--- src/rtl/sincos_sched.sv ---
// Round-robin scheduler granting a shared sin/cos generator to one of four requesters
// for fixed 1024-sample bursts. Optional watchdog enabled by SINCOS_SCHED_TIMEOUT_EN.
module sincos_sched (
  input  logic        clk,
  input  logic        rst,
  input  logic [3:0]  req,
  input  logic [7:0]  req_fsel,
  output logic [3:0]  grant,
  output logic [1:0]  burst_id,
  output logic        busy,
  output logic        gen_rst,
  output logic [1:0]  gen_fsel,
  input  logic        gen_done,
  output logic        sample_valid,
  output logic [10:0] sample_cnt,
  output logic        timeout_err
);

  typedef enum logic [2:0] {
    S_IDLE,
    S_ARB,
    S_LOAD,
    S_RUN,
    S_RELEASE
  } state_t;

  state_t      r_state;
  logic [1:0]  r_rr_ptr;
  logic [11:0] r_run_cnt;
  logic [3:0]  r_grant;
  logic [1:0]  r_burst_id;
  logic        r_busy;
  logic        r_gen_rst;
  logic [1:0]  r_gen_fsel;
  logic        r_sample_valid;
  logic [10:0] r_sample_cnt;
`ifdef SINCOS_SCHED_TIMEOUT_EN
  logic        r_timeout_err;
`endif

  logic [1:0]  w_winner;
  logic [1:0]  w_idx;
  logic        w_any;
  logic [1:0]  w_win_fsel;

  // First requester at or after rr_ptr, wrapping 3 -> 0.
  always_comb begin
    w_winner = '0;
    w_idx    = '0;
    w_any    = 1'b0;
    for (int unsigned i = 0; i < 4; i++) begin
      w_idx = r_rr_ptr + 2'(i);
      if (!w_any && req[w_idx]) begin
        w_any    = 1'b1;
        w_winner = w_idx;
      end
    end
    w_win_fsel = req_fsel[{w_winner, 1'b0} +: 2];
  end

  always_ff @(posedge clk) begin
    if (rst) begin
      r_state        <= S_IDLE;
      r_rr_ptr       <= '0;
      r_run_cnt      <= '0;
      r_grant        <= '0;
      r_burst_id     <= '0;
      r_busy         <= 1'b0;
      r_gen_rst      <= 1'b1;
      r_gen_fsel     <= '0;
      r_sample_valid <= 1'b0;
      r_sample_cnt   <= '0;
`ifdef SINCOS_SCHED_TIMEOUT_EN
      r_timeout_err  <= 1'b0;
`endif
    end else begin
`ifdef SINCOS_SCHED_TIMEOUT_EN
      r_timeout_err <= 1'b0;
`endif
      if (r_sample_valid && r_sample_cnt != 11'd1024)
        r_sample_cnt <= r_sample_cnt + 11'd1;

      case (r_state)
        S_IDLE: begin
          if (req != '0)
            r_state <= S_ARB;
        end
        S_ARB: begin
          if (!w_any) begin
            r_state <= S_IDLE;
          end else begin
            r_state      <= S_LOAD;
            r_grant      <= 4'b0001 << w_winner;
            r_burst_id   <= w_winner;
            r_gen_fsel   <= w_win_fsel;
            r_rr_ptr     <= w_winner + 2'd1;
            r_busy       <= 1'b1;
            r_sample_cnt <= '0;
          end
        end
        S_LOAD: begin
          r_state   <= S_RUN;
          r_gen_rst <= 1'b0;
          r_run_cnt <= 12'd1;
        end
        S_RUN: begin
          if (gen_done) begin
            r_state        <= S_RELEASE;
            r_gen_rst      <= 1'b1;
            r_sample_valid <= 1'b0;
          end
`ifdef SINCOS_SCHED_TIMEOUT_EN
          else if (r_run_cnt == 12'd1100) begin
            r_state        <= S_RELEASE;
            r_gen_rst      <= 1'b1;
            r_sample_valid <= 1'b0;
            r_timeout_err  <= 1'b1;
          end
`endif
          else begin
            // r_run_cnt is the current RUN cycle; valid is registered for the next one (2..1025).
            r_sample_valid <= (r_run_cnt <= 12'd1024);
            if (r_run_cnt != '1)
              r_run_cnt <= r_run_cnt + 12'd1;
          end
        end
        S_RELEASE: begin
          r_state <= S_IDLE;
          r_grant <= '0;
          r_busy  <= 1'b0;
        end
        default: r_state <= S_IDLE;
      endcase
    end
  end

  assign grant        = r_grant;
  assign burst_id     = r_burst_id;
  assign busy         = r_busy;
  assign gen_rst      = r_gen_rst;
  assign gen_fsel     = r_gen_fsel;
  assign sample_valid = r_sample_valid;
  assign sample_cnt   = r_sample_cnt;
`ifdef SINCOS_SCHED_TIMEOUT_EN
  assign timeout_err  = r_timeout_err;
`else
  assign timeout_err  = 1'b0;
`endif

endmodule

--- config.mk ---
export PLATFORM = sky130hd
export DESIGN_NAME = sincos_sched
export DESIGN_NICKNAME = d
export VERILOG_FILES = /design/src/rtl/sincos_sched.sv
export SDC_FILE = /design/constraint.sdc
export NUM_CORES = 1
export LEC_CHECK = 0
export BUFFER_PORTS_ARGS = -buffer_cell sky130_fd_sc_hd__buf_4
export CORE_MARGIN = 8
export CORE_UTILIZATION = 25
export DETAILED_ROUTE_END_ITERATION = 10
export GPL_TIMING_DRIVEN = 0
export SETUP_SLACK_MARGIN = 0.1
export SYNTH_ARGS = -nofsm -noshare
export SYNTH_HDL_FRONTEND = slang
export SYNTH_SLANG_ARGS = --single-unit
--- constraint.sdc ---
create_clock -name clk -period 2.5 [get_ports clk]
set_input_delay 0.25 -clock clk [delete_from_list [all_inputs] [get_ports clk]]
set_output_delay 0.25 -clock clk [all_outputs]
set_load 0.1 [all_outputs]
; ---- Word-level counts from Yosys, hierarchy flattened
; Index checks and enable logic that the tools add are counted.
[word_totals]
output_inout_bits = 23
wordCells = 83
in_bits = 15
reg_bits = 39
[classes]
magnitude_cmp = 5
shifts = 2
add_sub_neg = 6
eq_ne = 11
n_mux = 33
n_reduce_logical = 16
[op_table]
columns = operator, n
row1 = $mux W11, 3
row2 = $mux W12, 2
row3 = $pmux W12 S2, 1
row4 = $add A12 B1 Y12 const B, 1
row5 = $le A12 B11 Y1 const B, 1
row6 = $lt A2 B3 Y1 const B, 4
row7 = $ne A12 B12 Y1 const B, 1
row8 = $pmux W3 S4, 1
row9 = $add A11 B1 Y11 const B, 1
row10 = $mux W1, 11
row11 = $ne A11 B11 Y1 const B, 1
row12 = $mux W2, 5
row13 = $ne A2 B2 Y1 const B, 5
row14 = $bmux W1 S2, 4
row15 = $pmux W4 S2, 1
row16 = $reduce_and A2 Y1, 4
row17 = $shiftx A8 B4 Y2, 1
row18 = $eq A3 B2 Y1 const B, 2
row19 = $mux W3, 2
row20 = $add A2 B1 Y2 const B, 2
row21 = $add A2 B2 Y2 const B, 2
row22 = $logic_and A1 B1 Y1, 4
row23 = $mux W4, 1
row24 = $pmux W1 S2, 2
row25 = other kinds (8), 11

; ---- Longest topological paths before layout
[depth]
depth_word = 15
depth_mapped = 7
ltp_nobuf = 7

; ---- Worst setup path before layout
; Ideal clock, no wire load.
[synth_path]
kind = flip-flop to flip-flop
start = reg r_sample_cnt[0], in the netlist sample_cnt[0]
end = reg r_sample_cnt[2], in the netlist sample_cnt[2]
period_less_slack_ns = 2.195
path_buffers = 0
arrival_ns = 2.128
required_ns = 2.433
slack_ns = 0.305
setup_time_ns = 0.067
stages_incl_launch_ff = 8
path_cell_list = dfxtp_1 > inv_1 > ha_1 > nor4b_1 > a31oi_1 > nand2_1 > xor2_1 > nor2_1
[synth_via]
elab_chain_len = 5
word_cells_on_any_way = 6
cone_classes = 1 x add/sub / 1 x eq/ne / 3 x mux / 1 x reduce/logical
[synth_rtl]
columns = element, line
row1 = "start, declared", 36  ; logic [10:0] r_sample_cnt;
row2 = "start signal, assigned", 81  ; r_sample_cnt <= r_sample_cnt + 11'd1;
row3 = branches (longest 2 deep; another with $add A11 B1 Y11), --
row4 = $mux W11 (*), 80  ; if (r_sample_valid && r_sample_cnt != 11'd1024)
row5 = $mux W11, 89  ; if (!w_any) begin
row6 = $mux W11 (*), 83  ; case (r_state)
; Every way passes the cells marked *.
; A chain may end at the register's enable or synchronous reset.

; ---- Final worst setup path
[layout_path]
start = reg r_run_cnt[0]
end = reg r_run_cnt[3]
[layout_via]
elab_chain_len = 4
word_cells_on_any_way = 7
cone_classes = 1 x add/sub / 2 x eq/ne / 3 x mux / 1 x reduce/logical
[layout_rtl]
columns = element, line
row1 = "start, declared", 29  ; logic [11:0] r_run_cnt;
row2 = "start signal, assigned", 124  ; r_run_cnt <= r_run_cnt + 12'd1;
row3 = $add A12 B1 Y12, 124
row4 = $mux W12, 123  ; if (r_run_cnt != '1)
row5 = $mux W12, 107  ; if (gen_done) begin
row6 = $pmux W12 S2, 83
; Parallel ways exist; a longest one is shown, timed or not. The select of a mux whose other input is x is not followed.

==> summary.txt <==
Layout area overhead: 24.1%
Synth Area in Compound Gates: 0.140
Core Util, Final: 0.319
Std-Cell Rows: 32
Nets: 301
ANT cells: 0
Worst-path clk slew: 0.07 ns
Seq/Total Area, Yosys: 0.392
Adder-Cell Fraction of Synth Area: 0.0252
Gr usage total: 0.0859
Antenna Nets Post-Route: 0
Initial DRC Count: 100
GRT Residual Overflow: 0
Multiplexer share of the synthesized area: 0.0201
EDFF count, synth: 0
Worst Clk Skew: 0.00252 ns
CP max FO: 5
Syn Nets: 258
Clock Latency Late Sink: 0.29 ns
# H-tree levels: 2
Largest family of logic cells by synthesized area: simple AND/OR/NAND/NOR gates
Placed cells: 377
Xor/xnor cell area share of the yosys netlist: 0.0792
Die H: 105 um
CTS tree: done
Commonest cells after routing, fill and taps aside: 39 x dfxtp_1, 37 x buf_4, 30 x nor2_1
Final wirelength: 4610 um
Num CTS Buffers: 5
First-pass GRT wire length: 8020 um
Yosys reg bits: 39
Worst endpoint required time: 2.72 ns
CTS Hold Bufs: 0
CP arrival: 1.95 ns
Peak VDD IR: 0.244 mV
Via Count: 1797
Root Driver: clkbuf_8
RSZ-0062 raised after global routing: no
Register area: 781 sq um
Drt wl/cell: 12.0 um
Ports: 38
Non-filler cells, final: 385
Post-Synthesis Cells: 239
Tmin final: 1.72 ns
Post-DR vias/cell: 4.67
Max Slew Vio Count: 0
Main flop type after synthesis: dfxtp_1
CTS max path bufs: 2
CP Launch Type: register
Die Footprint: 11100 sq um
Final Hold Fails: 0
P per Cell Area: 567 nW/um^2
YS warnings: 0
Initial core utilization: 0.257
Initial antenna violation count: 0
Fraction of registers with async set/reset: 0
Worst Path Class, Setup: reg2reg
Dpl hpwl: 3420 um
Pleak: 0.000952 uW
Port bufs: 36
Max cap viols: 0
Max-slew headroom: 0.683
Reg2Reg Setup Slack: 0.78 ns
First-pass DRT Iterations: 4
Post-synthesis simple-gate area fraction: 0.301
Least-Margin Pin Slew: 0.464 ns
Drc violations: 0
Most common cell after layout, fill and taps aside: dfxtp_1
Clk sink count: 39
Vias in the first global route: 1766
Hold Path Class: in2reg
FILL cells: 815
Period utilization: 0.689
Post-Syn Area: 1990 sq um
Post-CTS sizing: 0
Core area: 7730 sq um
Fmax: 581 MHz
Worst hold slack: 0.251 ns
Setup TNS after final layout: 0 ns
Die width: 105 um
Number of distinct library cells after synthesis: 48
Status: finished, final reports clean
Share of layout cells above drive strength 1: 0.184
Pin count of the biggest net entering global routing: 12
Area of the multi-input gates: 1130 sq um
Endpoints failing setup: 0
Gpl congestion: 0.747
Syn Area/Cell: 8.32 sq um
# Post-CTS Setup Buffers: 0
Critical Path Sink Type: register
## synthesized netlist by cell type (all sizes together) (6+ instances only)
| library cell | n | area (sq um) |
|---|---|---|
| dfxtp | 39 | 781 |
| inv | 9 | 33.8 |
| xor2 | 11 | 96.3 |
| and3 | 8 | 50.1 |
| a21oi | 17 | 96.4 |
| nor2 | 30 | 113 |
| nand2 | 19 | 71.3 |
| nand4 | 6 | 37.5 |
| clkbuf | 6 | 22.5 |
| nand3 | 13 | 65.1 |
| xnor2 | 7 | 61.3 |
| nand3b | 6 | 48.8 |
## power by group
| part | switching, uW | internal [uW] | total, uW | leakage (uW) |
|---|---|---|---|---|
| Combinational | 227 | 96.1 | 323 | 0.000593 |
| Sequential | 16.6 | 646 | 662 | 0.000316 |
| Clock | 218 | 196 | 414 | 0.0000422 |
| Total | 462 | 937 | 1400 | 0.000952 |
## routing by layer
layer | share of wire | GRT usage
met1 | 0.49 | 0.103
met2 | 0.42 | 0.133
met3 | 0.066 | 0.0338
met4 | 0.015 | 0.0367
met5 | 0 | 0
## cell type report
cell class	count	share of cell area
buffer	10	0.0182
clock buffer	7	0.0309
clock inverter	1	0.00203
inverter	9	0.0137
multi-input combinational	181	0.458
sequential	39	0.316
tap	102	0.0517
timing repair buffer	36	0.109
## path summary, 6_finish.rpt
path	start	end	cells past startpoint
max	r_run_cnt[0]	r_run_cnt[3]	6
min	req_fsel[2]	gen_fsel[0]	3
max reg2reg	r_run_cnt[0]	r_run_cnt[3]	6
min reg2reg	burst_id[1]	burst_id[1]	2
## stage by stage
step	setup WS (ns)	instance area, sq um	power (uW)
after global routing	0.635	2470	1470
final	0.778	2470	1400
after global placement	0.797	2390	997
after CTS	0.787	2470	1420
after floorplan	0.305	1990	919
after detailed placement	0.784	2390	1000
## worst max-delay path: stages, from the launching register on
cell and delay, ns:
dfxtp_1 0.35, ha_1 0.24, and3_1 0.22, nand3_1 0.13, nand3_1 0.10, or4b_1 0.47
a31oi_1 0.16
## cells by family after synthesis
family                   after synthesis
AND/OR/NAND/NOR                      112
AO/OA/AOI/OAI                         42
flip-flops                            39
buffers and inverters                 19
XOR/XNOR                              18
adder cells (fa/ha/maj)                4
multiplexers                           4
other                                  1
## state kept, by name, summed over array words and instances, names as in the netlist, 2 cells and up
signal      count
r_run_cnt      12
sample_cnt     11
grant           4
r_state         3
burst_id        2
gen_fsel        2
r_rr_ptr        2
(Power assumes the default switching activity.)
